--- src/rtl/axi4s_burst_scheduler.sv ---
// Burst scheduler: drives the AXI4-Stream generator through N packets of L beats with idle gaps.
// Optional stall watchdog (o_timeout port) is built when AXI4S_SCHED_TIMEOUT_EN is defined.
module axi4s_burst_scheduler #(
  parameter int unsigned LEN_W          = 32,
  parameter int unsigned CNT_W          = 16,
  parameter int unsigned GAP_W          = 16,
  parameter int unsigned TIMEOUT_CYCLES = 1024
) (
  input  logic             i_aclk,
  input  logic             i_rst,
  input  logic             i_cfg_go,
  input  logic             i_cfg_abort,
  input  logic [LEN_W-1:0] i_cfg_pkt_len,
  input  logic [CNT_W-1:0] i_cfg_pkt_cnt,
  input  logic [GAP_W-1:0] i_cfg_gap,
  output logic             o_gen_start,
  output logic [LEN_W-1:0] o_gen_trans_size,
  input  logic             i_tvalid,
  input  logic             i_tready,
  input  logic             i_tlast,
  output logic             o_busy,
  output logic             o_done,
  output logic [CNT_W-1:0] o_pkts_sent,
  output logic             o_len_err,
  output logic             o_aborted
`ifdef AXI4S_SCHED_TIMEOUT_EN
  ,
  output logic             o_timeout
`endif
);

  typedef enum logic [1:0] {StIdle, StRun, StGap, StDone} state_e;

  state_e           r_state, w_state_d;
  logic [LEN_W-1:0] r_len, w_len_d, r_beat, w_beat_d;
  logic [CNT_W-1:0] r_cnt, w_cnt_d, r_pkts, w_pkts_d;
  logic [GAP_W-1:0] r_gap, w_gap_d, r_gap_left, w_gap_left_d;
  logic             r_gen_start, r_busy, r_done;
  logic             r_len_err, w_len_err_d, r_aborted, w_aborted_d;
  logic             w_beat, w_last, w_pkt_final, w_stop, w_timeout_hit;

  assign w_beat      = i_tvalid & i_tready;
  assign w_last      = (r_beat == r_len - LEN_W'(1));
  assign w_pkt_final = (({1'b0, r_pkts} + (CNT_W + 1)'(1)) == {1'b0, r_cnt});
  assign w_stop      = i_cfg_abort | w_timeout_hit;

`ifdef AXI4S_SCHED_TIMEOUT_EN
  localparam int unsigned StallW = $clog2(TIMEOUT_CYCLES + 1);
  logic [StallW-1:0] r_stall, w_stall_d;
  logic              r_timeout;

  assign w_timeout_hit = (r_state == StRun) && !w_beat &&
                         (r_stall == StallW'(TIMEOUT_CYCLES - 1));
  assign w_stall_d     = ((r_state == StRun) && !w_beat) ? r_stall + StallW'(1) : '0;

  always_ff @(posedge i_aclk or posedge i_rst) begin
    if (i_rst) begin
      r_stall   <= '0;
      r_timeout <= 1'b0;
    end else begin
      r_stall   <= w_stall_d;
      r_timeout <= w_timeout_hit;
    end
  end

  assign o_timeout = r_timeout;
`else
  logic w_unused_timeout;
  assign w_unused_timeout = ^TIMEOUT_CYCLES;
  assign w_timeout_hit    = 1'b0;
`endif

  always_comb begin
    w_state_d    = r_state;
    w_len_d      = r_len;
    w_cnt_d      = r_cnt;
    w_gap_d      = r_gap;
    w_beat_d     = r_beat;
    w_pkts_d     = r_pkts;
    w_gap_left_d = r_gap_left;
    w_len_err_d  = r_len_err;
    w_aborted_d  = r_aborted;
    unique case (r_state)
      StIdle: begin
        if (i_cfg_go) begin
          w_len_d     = i_cfg_pkt_len;
          w_cnt_d     = i_cfg_pkt_cnt;
          w_gap_d     = i_cfg_gap;
          w_beat_d    = '0;
          w_pkts_d    = '0;
          w_len_err_d = 1'b0;
          w_aborted_d = 1'b0;
          w_state_d   = ((i_cfg_pkt_len == '0) || (i_cfg_pkt_cnt == '0)) ? StDone : StRun;
        end
      end
      StRun: begin
        // Abort beats a coincident final beat: nothing is counted.
        if (w_stop) begin
          w_state_d   = StIdle;
          w_aborted_d = 1'b1;
        end else if (w_beat) begin
          if (i_tlast != w_last) w_len_err_d = 1'b1;
          if (w_last) begin
            w_beat_d = '0;
            w_pkts_d = r_pkts + CNT_W'(1);
            if (w_pkt_final) begin
              w_state_d = StDone;
            end else if (r_gap != '0) begin
              w_state_d    = StGap;
              w_gap_left_d = r_gap;
            end
          end else begin
            w_beat_d = r_beat + LEN_W'(1);
          end
        end
      end
      StGap: begin
        if (w_stop) begin
          w_state_d   = StIdle;
          w_aborted_d = 1'b1;
        end else if (r_gap_left <= GAP_W'(1)) begin
          w_state_d = StRun;
        end else begin
          w_gap_left_d = r_gap_left - GAP_W'(1);
        end
      end
      StDone: w_state_d = StIdle;
      default: w_state_d = StIdle;
    endcase
  end

  always_ff @(posedge i_aclk or posedge i_rst) begin
    if (i_rst) begin
      r_state     <= StIdle;
      r_len       <= '0;
      r_cnt       <= '0;
      r_gap       <= '0;
      r_beat      <= '0;
      r_pkts      <= '0;
      r_gap_left  <= '0;
      r_len_err   <= 1'b0;
      r_aborted   <= 1'b0;
      r_gen_start <= 1'b0;
      r_busy      <= 1'b0;
      r_done      <= 1'b0;
    end else begin
      r_state     <= w_state_d;
      r_len       <= w_len_d;
      r_cnt       <= w_cnt_d;
      r_gap       <= w_gap_d;
      r_beat      <= w_beat_d;
      r_pkts      <= w_pkts_d;
      r_gap_left  <= w_gap_left_d;
      r_len_err   <= w_len_err_d;
      r_aborted   <= w_aborted_d;
      r_gen_start <= (w_state_d == StRun);
      r_busy      <= (w_state_d != StIdle);
      r_done      <= (w_state_d == StDone);
    end
  end

  assign o_gen_start      = r_gen_start;
  assign o_gen_trans_size = r_len;
  assign o_busy           = r_busy;
  assign o_done           = r_done;
  assign o_pkts_sent      = r_pkts;
  assign o_len_err        = r_len_err;
  assign o_aborted        = r_aborted;

endmodule

--- config.mk ---
export PLATFORM = sky130hd
export DESIGN_NAME = axi4s_burst_scheduler
export DESIGN_NICKNAME = d
export VERILOG_FILES = /design/src/rtl/axi4s_burst_scheduler.sv
export SDC_FILE = /design/constraint.sdc
export NUM_CORES = 1
export LEC_CHECK = 0
export CORE_MARGIN = 3
export CORE_UTILIZATION = 50
export CTS_CLUSTER_DIAMETER = 30
export DETAILED_ROUTE_END_ITERATION = 10
export PLACE_DENSITY_LB_ADDON = 0.1
export SLEW_MARGIN = 20
export SYNTH_ARGS = -nofsm -noshare
export SYNTH_HDL_FRONTEND = slang
export SYNTH_SLANG_ARGS = --single-unit
export TNS_END_PERCENT = 50
--- constraint.sdc ---
create_clock -name i_aclk -period 6.11 [get_ports i_aclk]
set_input_delay 1.222 -clock i_aclk [delete_from_list [all_inputs] [get_ports i_aclk]]
set_output_delay 1.222 -clock i_aclk [all_outputs]
set_load 0.05 [all_outputs]
==> metrics.yaml, run 1 <==
initial_core_util_pct: 52.1
dp_hpwl_mm: 16.1
wirelength_mm: 22.8
tritoncts.num_buffers: 17
post_cts_buffers: 0
cts_tree: "yes"
dieHeight_um: 136
track_usage_pct: 25.7
min_period_ps: 4990
power.switching_uw: 2190
path_clk_slew_ps: 60
yosys_warnings: 0
rsz0062_at_grt: "no"
dp_worst_setup_slack_ps: 1200
p_clk_share_pct: 22.2
met3_usage_pct: 5.77
hold_viol_final: 0
setup_viol: 0
setup_tns_ps: 0
setup_ws_ps: 1120
grt_pass1_wl_mm: 37.7
dr.pass1.iters: 5
io_pins: 124
slew_violations: 0
antenna_cells: 0
crit_path_start_kind: "flop"
syn_nets: 982
slowest_delay_ps: 810
combPwrFrac_pct: 45.3
synth_ff_type: "dfrtp_1"
synth-seq-cells: 135
leakage_uw: 0.00413
hold_class: "reg2reg"
drc_errors: 0
area_growth_pct: 23.7
fp.coreArea_sq_um: 16200
synthArstFlopShare_pct: 100
endpoint_kind: "flop"
yosysTopAreaCellShare_pct: 40.1
hp-start: "r_gap_left[9]$_DFFE_PP0P_"
grt_max_degree: 89
clockBufferDepth: 2
layout_commonest_cell: "dfrtp_1"
place.gp.congestion: 0.886
grt_overflow: 0
power_density_nw_per_um2: 484
routedWlPerCell_um: 18.5
cts_hold_buffers: 0
met1_usage_pct: 37.1
nets: 1081
ant_nets: 0
worst_r2r_path_depth: 10
period_share_pct: 81.6
vias_per_cell: 6.00
ctsResizeCount: 0
use_met2_pct: 39.0
skew_ps: 11.6
p_int_uw: 2860
r2r-start: "o_gen_trans_size[8]$_DFFE_PP0P_"
synth_area_leader_cell: "dfrtp_1"
cts.sinks: 135
r2r-end: "r_gap_left[9]$_DFFE_PP0P_"
synth_area_leaders: "dfrtp_1, mux2_2, xnor2_1"
synth_edf_count: 0
p_sw_share_pct: 43.4
final_cell_mix: "dfrtp_1, clkdlybuf4s50_1, nor2_1"
ys_types: 70
critPathArrivalTime_ps: 5350
slowest_stage: "nor4_1"
clock_latency_ps: 430
antenna_found_initial: 0
r2r_slack_ps: 1120
syn_area_per_cell_sq_um: 9.33
pwr-share-seq_pct: 32.5
fp.dieW_um: 136
cp.required_ps: 6470
peakVddDrop_v: 0.000443
max_cap_viol_count: 0
io_buffers: 123
grt_pass1_vias: 7183
die_area_sq_um: 18500
hold_depth: 1
fill_cells: 1334
cts-root-buf: "clkbuf_16"
fp-row-count: 46
syn_inst: 903
routed-via-count: 7378
p_total_uw: 5040
path_cells: "nor4_1 -> nand4_1 -> nor4b_1 -> o22ai_1 -> or4_1 -> or4b_1 -> o41ai_4 -> buf_4 -> and2_1 -> a22o_1"
maxSlewHeadroom_pct: 30.8
grt_busiest_layer: "met2"
drt_iter0_drc: 776
worst_pin_slew_ps: 1030
min_to: "r_gap_left[9]$_DFFE_PP0P_"
cp_max_fo: 17
cts_max_level: 4
syn_area_sq_um: 8430
status: "finished, final reports clean"
ys_seq_area_share_pct: 40.1
drive_gt1_share_pct: 12.0
path_class: "reg2reg"
timing.fmax_mhz: 201
[per-stage QoR]
stage	cells	cell area, sq um	util (%)	hold slack, ps
after CTS	1230	10400	64.5	507
after detailed placement	1199	9790	60.5	485
after global placement	1199	9790	60.5	485
after floorplan	903	8430	-	467
after global routing	1230	10400	64.5	534
final	1230	10400	64.5	504
[synthesized netlist by cell type (5+ instances only)]
master    count
o211ai_1     10
a22o_1        8
a221o_1       7
and4_1        9
buf_1         6
o31ai_1       5
inv_1        27
nor2_1       82
nor4_1       39
nand3_1      38
nand2b_1     12
ha_1          8
mux2i_1       5
nand4b_1      5
buf_2         8
or3_1        18
dfrtp_1     135
and3_1       15
o211a_1       6
nand4_1      20
a211o_1       6
xnor2_1      49
nor4b_1       5
nand2_1      60
nor3_1       18
nor2b_1       7
a21oi_1      33
clkbuf_1     35
or4_1        13
o21ai_0      31
o22ai_1       9
nor3b_1       5
xor2_1       33
mux2_2       68
a31oi_1      11
[power by group through the flow]
stage | registers [uW] | clock network [uW] | logic (uW)
final | 1640 | 1120 | 2280
after global routing | 1690 | 1180 | 2470
after CTS | 1630 | 1140 | 2290
after detailed placement | 1640 | 0 | 2260
after global placement | 1640 | 0 | 2250
after floorplan | 1950 | 0 | 1250
[registers in the layout, indices dropped and copies added (netlist names), 2 cells and up]
name and flops:
o_gen_trans_size 32, o_pkts_sent 16, r_beat 32, r_gap 16
r_gap_left 16, r_state 2, r_cnt 16
[cell type report]
class	instances	area [sq um]	area share [%]
Clock buffer	21	470	4.51
Clock inverter	10	168	1.61
Inverter	28	110	1.06
Multi-Input combinational cell	688	4730	45.4
Sequential cell	135	3380	32.4
Tap cell	216	270	2.59
Timing Repair Buffer	132	1300	12.5
[cell families after synthesis]
| kind of cell | Yosys count | synth area share (%) |
|---|---|---|
| and+or+nand+nor | 366 | 23.4 |
| AOI/OAI and AO/OA | 159 | 13.2 |
| DFF | 135 | 40.1 |
| xor gates and xnor gates | 82 | 8.52 |
| buffers and inverters | 80 | 3.90 |
| muxes | 73 | 9.68 |
| adders and majority gates | 8 | 1.19 |
[worst max-delay path, delay by kind of cell, from the launching register on]
| kind | cells | cell delay [ps] |
|---|---|---|
| DFF | 1 | 470 |
| buffers and inverters | 1 | 260 |
| AOI/OAI and AO/OA | 3 | 750 |
| and+or+nand+nor | 6 | 3430 |
[how the worst max path moves through the flow]
| stage | from | to | cells after the start | slack, ps |
|---|---|---|---|---|
| 5_1_grt | o_gen_trans_size[8]$_DFFE_PP0P_ | r_gap_left[7]$_DFFE_PP0P_ | 10 | 750 |
| 2_1_floorplan | i_rst | o_aborted$_DFFE_PP0P_ | 1 | 1280 |
| 4_1_cts | o_gen_trans_size[8]$_DFFE_PP0P_ | r_gap_left[9]$_DFFE_PP0P_ | 10 | 1170 |
| 3_3_place_gp | o_gen_trans_size[8]$_DFFE_PP0P_ | r_gap_left[2]$_DFFE_PP0P_ | 10 | 1290 |
| 3_5_place_dp | o_gen_trans_size[8]$_DFFE_PP0P_ | r_gap_left[9]$_DFFE_PP0P_ | 10 | 1200 |
| 6_report | o_gen_trans_size[8]$_DFFE_PP0P_ | r_gap_left[9]$_DFFE_PP0P_ | 10 | 1120 |
[layer usage]
layer  wire (um)  share of wire, %
met1       10500                46
met2       10500                46
met3        1420               6.2
met4         383               1.7
met5           0                 0
(Power assumes the default switching activity.)
==> run 2: changes to the inputs <==
==> constraint.sdc (replaced) <==
create_clock -name i_aclk -period 4.2 [get_ports i_aclk]
set_input_delay 0.84 -clock i_aclk [delete_from_list [all_inputs] [get_ports i_aclk]]
set_output_delay 0.84 -clock i_aclk [all_outputs]
set_load 0.05 [all_outputs]
==> run 2 against run 1 <==
Net effect:
- sequential cell count did not move
- global-route usage is 0.31 points lower
- combinational power rose by 66%
- first-iteration DRC count down 9.8%
- worst hold slack improved by 17 ps
- worst setup slack worse by 900 ps
- maximum frequency up 25%
- clock-buffer cell count is the same
- die area did not move
- core utilization up 2.3 points
- routed wire length rose by 0.94%
- cell count grew 3.8%
==> metrics.yaml, run 2 (synthesis gave the netlist of run 1 again) <==
status: "finished, final reports clean"
path_clk_slew_ps: 60  # about the same
drc_errors: 0  # unchanged
peakVddDrop_v: 0.000575  # +30%
cp_max_fo: 15  # -2
cts.sinks: 135  # unchanged
clock_latency_ps: 420  # about the same
die_area_sq_um: 18500  # unchanged
grt_pass1_vias: 7227  # +0.61%
routedWlPerCell_um: 18.0  # -2.8%
fill_cells: 1335  # +0.075%
worst_r2r_path_depth: 10  # unchanged
nets: 1129  # +4.4%
period_share_pct: 94.8  # +13 points
initial_core_util_pct: 52.1  # unchanged
timing.fmax_mhz: 251  # +25%
layout_commonest_cell: "dfrtp_1"
wirelength_mm: 23.0  # +0.94%
io_buffers: 123  # unchanged
hp-start: "r_gap_left[9]$_DFFE_PP0P_"
grt_max_degree: 136  # +53%
final_cell_mix: "dfrtp_1, clkdlybuf4s50_1, nor2_1"
leakage_uw: 0.00435  # +5.1%
cts_hold_buffers: 0  # unchanged
area_growth_pct: 28.1
dp_hpwl_mm: 16.7  # +3.9%
track_usage_pct: 25.4  # -0.31 points
cts_tree: "yes"
drt_iter0_drc: 700  # -9.8%
dp_worst_setup_slack_ps: -378  # -1580 ps
cp.required_ps: 4510  # -1960 ps
crit_path_start_kind: "flop"
antenna_cells: 0  # unchanged
cts_max_level: 4  # unchanged
io_pins: 124  # unchanged
dieHeight_um: 136  # unchanged
path_class: "reg2reg"
hold_class: "reg2reg"
r2r-end: "r_gap_left[6]$_DFFE_PP0P_"
routed-via-count: 7613  # +3.2%
fp.coreArea_sq_um: 16200  # unchanged
fp.dieW_um: 136  # unchanged
hold_viol_final: 0  # unchanged
power_density_nw_per_um2: 688  # +42%
rsz0062_at_grt: "no"
slew_violations: 0  # unchanged
clockBufferDepth: 2  # unchanged
design_area_sq_um: 10800  # +3.6%
dr.pass1.iters: 5  # unchanged
antenna_found_initial: 1  # +1
setup_ws_ps: 220  # -904 ps
hold_depth: 1  # unchanged
fp-row-count: 46  # unchanged
grt_overflow: 0  # unchanged
setup_viol: 0  # unchanged
min_to: "r_gap_left[9]$_DFFE_PP0P_"
ant_nets: 0  # unchanged
skew_ps: 7.82  # -3.83 ps
vias_per_cell: 5.96  # -0.61%
place.gp.congestion: 0.923  # +4.2%
r2r-start: "o_gen_trans_size[4]$_DFFE_PP0P_"
post_cts_buffers: 0  # unchanged
max_cap_viol_count: 0  # unchanged
cts-root-buf: "clkbuf_16"
worst_pin_slew_ps: 742  # -287 ps
tritoncts.num_buffers: 17  # unchanged
r2r_slack_ps: 220  # -900 ps
grt_pass1_wl_mm: 37.5  # -0.57%
maxSlewHeadroom_pct: 50.3  # +20 points
critPathArrivalTime_ps: 4290  # -1060 ps
setup_tns_ps: 0  # unchanged
endpoint_kind: "flop"
placed_cell_area_sq_um: 10200  # +4.3%
drive_gt1_share_pct: 16.7  # +4.7 points
min_period_ps: 3980  # -1010 ps
## run 2: worst max-delay path by stage
stage / cells past startpoint / slack, ps / from / to
floorplan: 14 / -200 / o_gen_trans_size[5]$_DFFE_PP0P_ / r_gap_left[0]$_DFFE_PP0P_
global placement: 10 / -320 / o_gen_trans_size[8]$_DFFE_PP0P_ / r_gap_left[3]$_DFFE_PP0P_
detailed placement: 10 / -380 / o_gen_trans_size[8]$_DFFE_PP0P_ / r_gap_left[6]$_DFFE_PP0P_
CTS: 13 / 90 / o_gen_trans_size[0]$_DFFE_PP0P_ / r_gap_left[6]$_DFFE_PP0P_
global route: 12 / 2 / o_gen_trans_size[0]$_DFFE_PP0P_ / o_pkts_sent[4]$_DFFE_PP0P_
finish: 10 / 220 / o_gen_trans_size[4]$_DFFE_PP0P_ / r_gap_left[6]$_DFFE_PP0P_
## run 2: routing by layer
layer | share of wire (%) | global-route usage, %
met5 | 0.057 | 0
met4 | 1.3 | 6.27
met3 | 6.0 | 4.74
met2 | 45 | 38.0
met1 | 48 | 38.1
## run 2: power by group
| part | internal, uW | leakage (uW) | switching (uW) |
|---|---|---|---|
| clock network | 833 | 0.000264 | 556 |
| registers | 1750 | 0.00170 | 497 |
| logic | 1610 | 0.00239 | 2180 |
## run 2: worst max-delay path, stage by stage, from the launching register on
cell,delay (ps)
dfrtp_1,380
or4_4,600
or4_4,500
or4_1,530
a21oi_2,170
a2bb2oi_1,170
or4b_4,530
o41ai_4,370
buf_4,280
nand2_1,80
a22o_1,240
## run 2: final cells by class
cell class / count / area [sq um] / share of cell area [%]
Clock buffer: 21 / 460 / 4.26
Clock inverter: 9 / 78.8 / 0.730
Inverter: 28 / 109 / 1.01
Multi-Input combinational cell: 688 / 4780 / 44.3
Sequential cell: 135 / 3380 / 31.3
Tap cell: 216 / 270 / 2.50
Timing Repair Buffer: 180 / 1720 / 15.9
## run 2: stage by stage
stage          instances  power, uW  utilization [%]  hold WS [ps]
2_1_floorplan        903       4650                -           467
3_3_place_gp        1247       5940             63.1           493
3_5_place_dp        1247       5980             63.1           496
4_1_cts             1277       7410             66.6           512
5_1_grt             1277       7860             66.8           520
6_report            1277       7430             66.8           522
## run 2: what timing repair did
action | CTS | global route
setup endpoints to repair | 68 | 55
gates resized for setup | 4 | 9
pin swaps | 0 | 1
==> run 3: changes to the inputs <==
==> constraint.sdc (replaced) <==
create_clock -name i_aclk -period 4.1 [get_ports i_aclk]
set_input_delay 0.82 -clock i_aclk [delete_from_list [all_inputs] [get_ports i_aclk]]
set_output_delay 0.82 -clock i_aclk [all_outputs]
set_load 0.05 [all_outputs]
==> run 3 against run 2 <==
Net effect:
- global-route usage rose by 0.11 points
- sequential share of layout area decreased by 0.53 points
- sequential power grew 2%
- clock power up 17%
- non-clock buffer count increased by 12
- via count grew 0.99%
- cell count rose by 1.1%
- clock-buffer cell count fell by 1
- combinational power up 5.5%
- maximum frequency fell by 0.58%
- critical endpoint is now o_pkts_sent[13]$_DFFE_PP0P_
- clock skew about the same
==> metrics.yaml, run 3 (synthesis gave the netlist of run 1 again) <==
final_cell_mix: "dfrtp_1, clkdlybuf4s50_1, nor2_1"
crit_path_start_kind: "flop"
cts-root-buf: "clkbuf_16"
skew_ps: 7.48  # -0.333 ps
cts_max_level: 4  # unchanged
dieHeight_um: 136  # unchanged
timing.fmax_mhz: 250  # -0.58%
vias_per_cell: 5.96  # -0.11%
path_clk_slew_ps: 60  # about the same
critPathArrivalTime_ps: 4290  # about the same
dp_hpwl_mm: 16.9  # +1.6%
path_cells: "or4_4 -> or3_1 -> a211oi_1 -> o22ai_1 -> or4_1 -> or4b_4 -> or2_1 -> buf_4 -> o311ai_0 -> nand3_1"
die_area_sq_um: 18500  # unchanged
power_density_nw_per_um2: 720  # +4.7%
dr.pass1.iters: 5  # unchanged
crit_start: "o_gen_trans_size[2]$_DFFE_PP0P_"
routedWlPerCell_um: 18.2  # +1.1%
worst_r2r_path_depth: 10  # unchanged
r2r_slack_ps: 100  # -120 ps
area_growth_pct: 30.3
placed_cell_area_sq_um: 10300  # +0.61%
cp.required_ps: 4390  # -120 ps
design_area_sq_um: 11000  # +1.7%
cp_max_fo: 6  # -9
slew_violations: 0  # unchanged
io_pins: 124  # unchanged
status: "finished, final reports clean"
grt_overflow: 0  # unchanged
leakage_uw: 0.00444  # +2.2%
tritoncts.num_buffers: 17  # unchanged
grt_max_degree: 136  # unchanged
path_class: "reg2reg"
setup_viol: 0  # unchanged
nets: 1141  # +1.1%
seq_area_sq_um: 3380  # unchanged
fp.coreArea_sq_um: 16200  # unchanged
fill_cells: 1329  # -0.45%
min_period_ps: 4000  # +23.4 ps
drc_errors: 0  # unchanged
clock_latency_ps: 430  # about the same
layout_commonest_cell: "dfrtp_1"
endpoint_kind: "flop"
cts_tree: "yes"
dp_worst_setup_slack_ps: -264  # +114 ps
antenna_found_initial: 0  # -1
max_cap_viol_count: 0  # unchanged
r2r-end: "o_pkts_sent[13]$_DFFE_PP0P_"
worst_pin_slew_ps: 760  # +17.3 ps
ant_nets: 0  # unchanged
clockBufferDepth: 2  # unchanged
initial_core_util_pct: 52.1  # unchanged
track_usage_pct: 25.5  # +0.11 points
multi_input_comb_area_sq_um: 4780  # about the same
peakVddDrop_v: 0.000587  # +2.2%
hp-start: "r_cnt[1]$_DFFE_PP0P_"
grt_pass1_wl_mm: 37.4  # -0.27%
crit_family: "simple AND/OR/NAND/NOR gates"
hold_depth: 1  # unchanged
setup_ws_ps: 96.2  # -123 ps
final_core_util_pct: 67.9  # +1.1 points
hold_viol_final: 0  # unchanged
fp.dieW_um: 136  # unchanged
antenna_cells: 0  # unchanged
fp-row-count: 46  # unchanged
period_share_pct: 97.7  # +2.9 points
slowest_stage: "or4b_4"
cts.sinks: 135  # unchanged
hold_class: "reg2reg"
place.gp.congestion: 0.979  # +6.2%
drive_gt1_share_pct: 17.7  # +0.99 points
slowest_delay_ps: 590  # about the same
cts_hold_buffers: 0  # unchanged
grt_pass1_vias: 7111  # -1.6%
routed-via-count: 7688  # +0.99%
path_buf_inv: 1  # unchanged
wirelength_mm: 23.5  # +2.2%
io_buffers: 123  # unchanged
maxSlewHeadroom_pct: 49.1  # -1.2 points
min_to: "r_cnt[1]$_DFFE_PP0P_"
r2r-start: "o_gen_trans_size[2]$_DFFE_PP0P_"
drt_iter0_drc: 663  # -5.3%
[run 3: repair_timing]
| item | in CTS | in global routing |
|---|---|---|
| gates resized for setup | 2 | 11 |
| setup endpoints to repair | 69 | 67 |
| pin swaps | 0 | 2 |
| setup buffers | 0 | 1 |
| cloned | 0 | 1 |
[run 3: area by class of cell]
class,instances,share of cell area (%)
inverter,28,0.991
timing repair buffer,192,16.6
sequential,135,30.8
clock inverter,12,1.61
tap,216,2.46
clock buffer,20,4.07
multi-input combinational,688,43.6
[run 3: through the flow]
stage | hold WS (ps) | instances | setup TNS [ps] | power, uW
3_5_place_dp | 504 | 1257 | -13220 | 6160
6_report | 531 | 1291 | 0 | 7910
5_1_grt | 540 | 1291 | -8.89 | 8340
4_1_cts | 531 | 1289 | 0 | 7800
2_1_floorplan | 467 | 903 | -10390 | 4770
3_3_place_gp | 494 | 1257 | -3.23 | 6110
[run 3: worst register-to-register path: cells and delay by family (launching register included)]
kind                   cells  cell delay [ps]
and+or+nand+nor            6             2440
AOI/OAI and AO/OA          3              830
DFF                        1              430
buffers and inverters      1              170
[run 3: routing by layer]
metal,GRT usage [%],share of wire (%),vias to the layer above
met5,0,0,-
met4,6.38,1.2,0
met3,4.37,6.4,18
met2,37.5,44,269
met1,39.0,48,3747
li1,-,-,3654
[run 3: how the worst max path moves through the flow]
stage	endpoint	slack, ps	cells after the start
floorplan	r_gap_left[0]$_DFFE_PP0P_	-300	14
global placement	o_pkts_sent[0]$_DFFE_PP0P_	-2	11
detailed placement	r_gap_left[6]$_DFFE_PP0P_	-260	10
CTS	r_gap_left[10]$_DFFE_PP0P_	30	10
global route	o_pkts_sent[4]$_DFFE_PP0P_	-7	11
finish	o_pkts_sent[13]$_DFFE_PP0P_	100	10
[run 3: report_power, final]
group          switching [uW]  internal, uW
clock                     583          1030
sequential                506          1800
combinational            2290          1710
total                    3380          4530
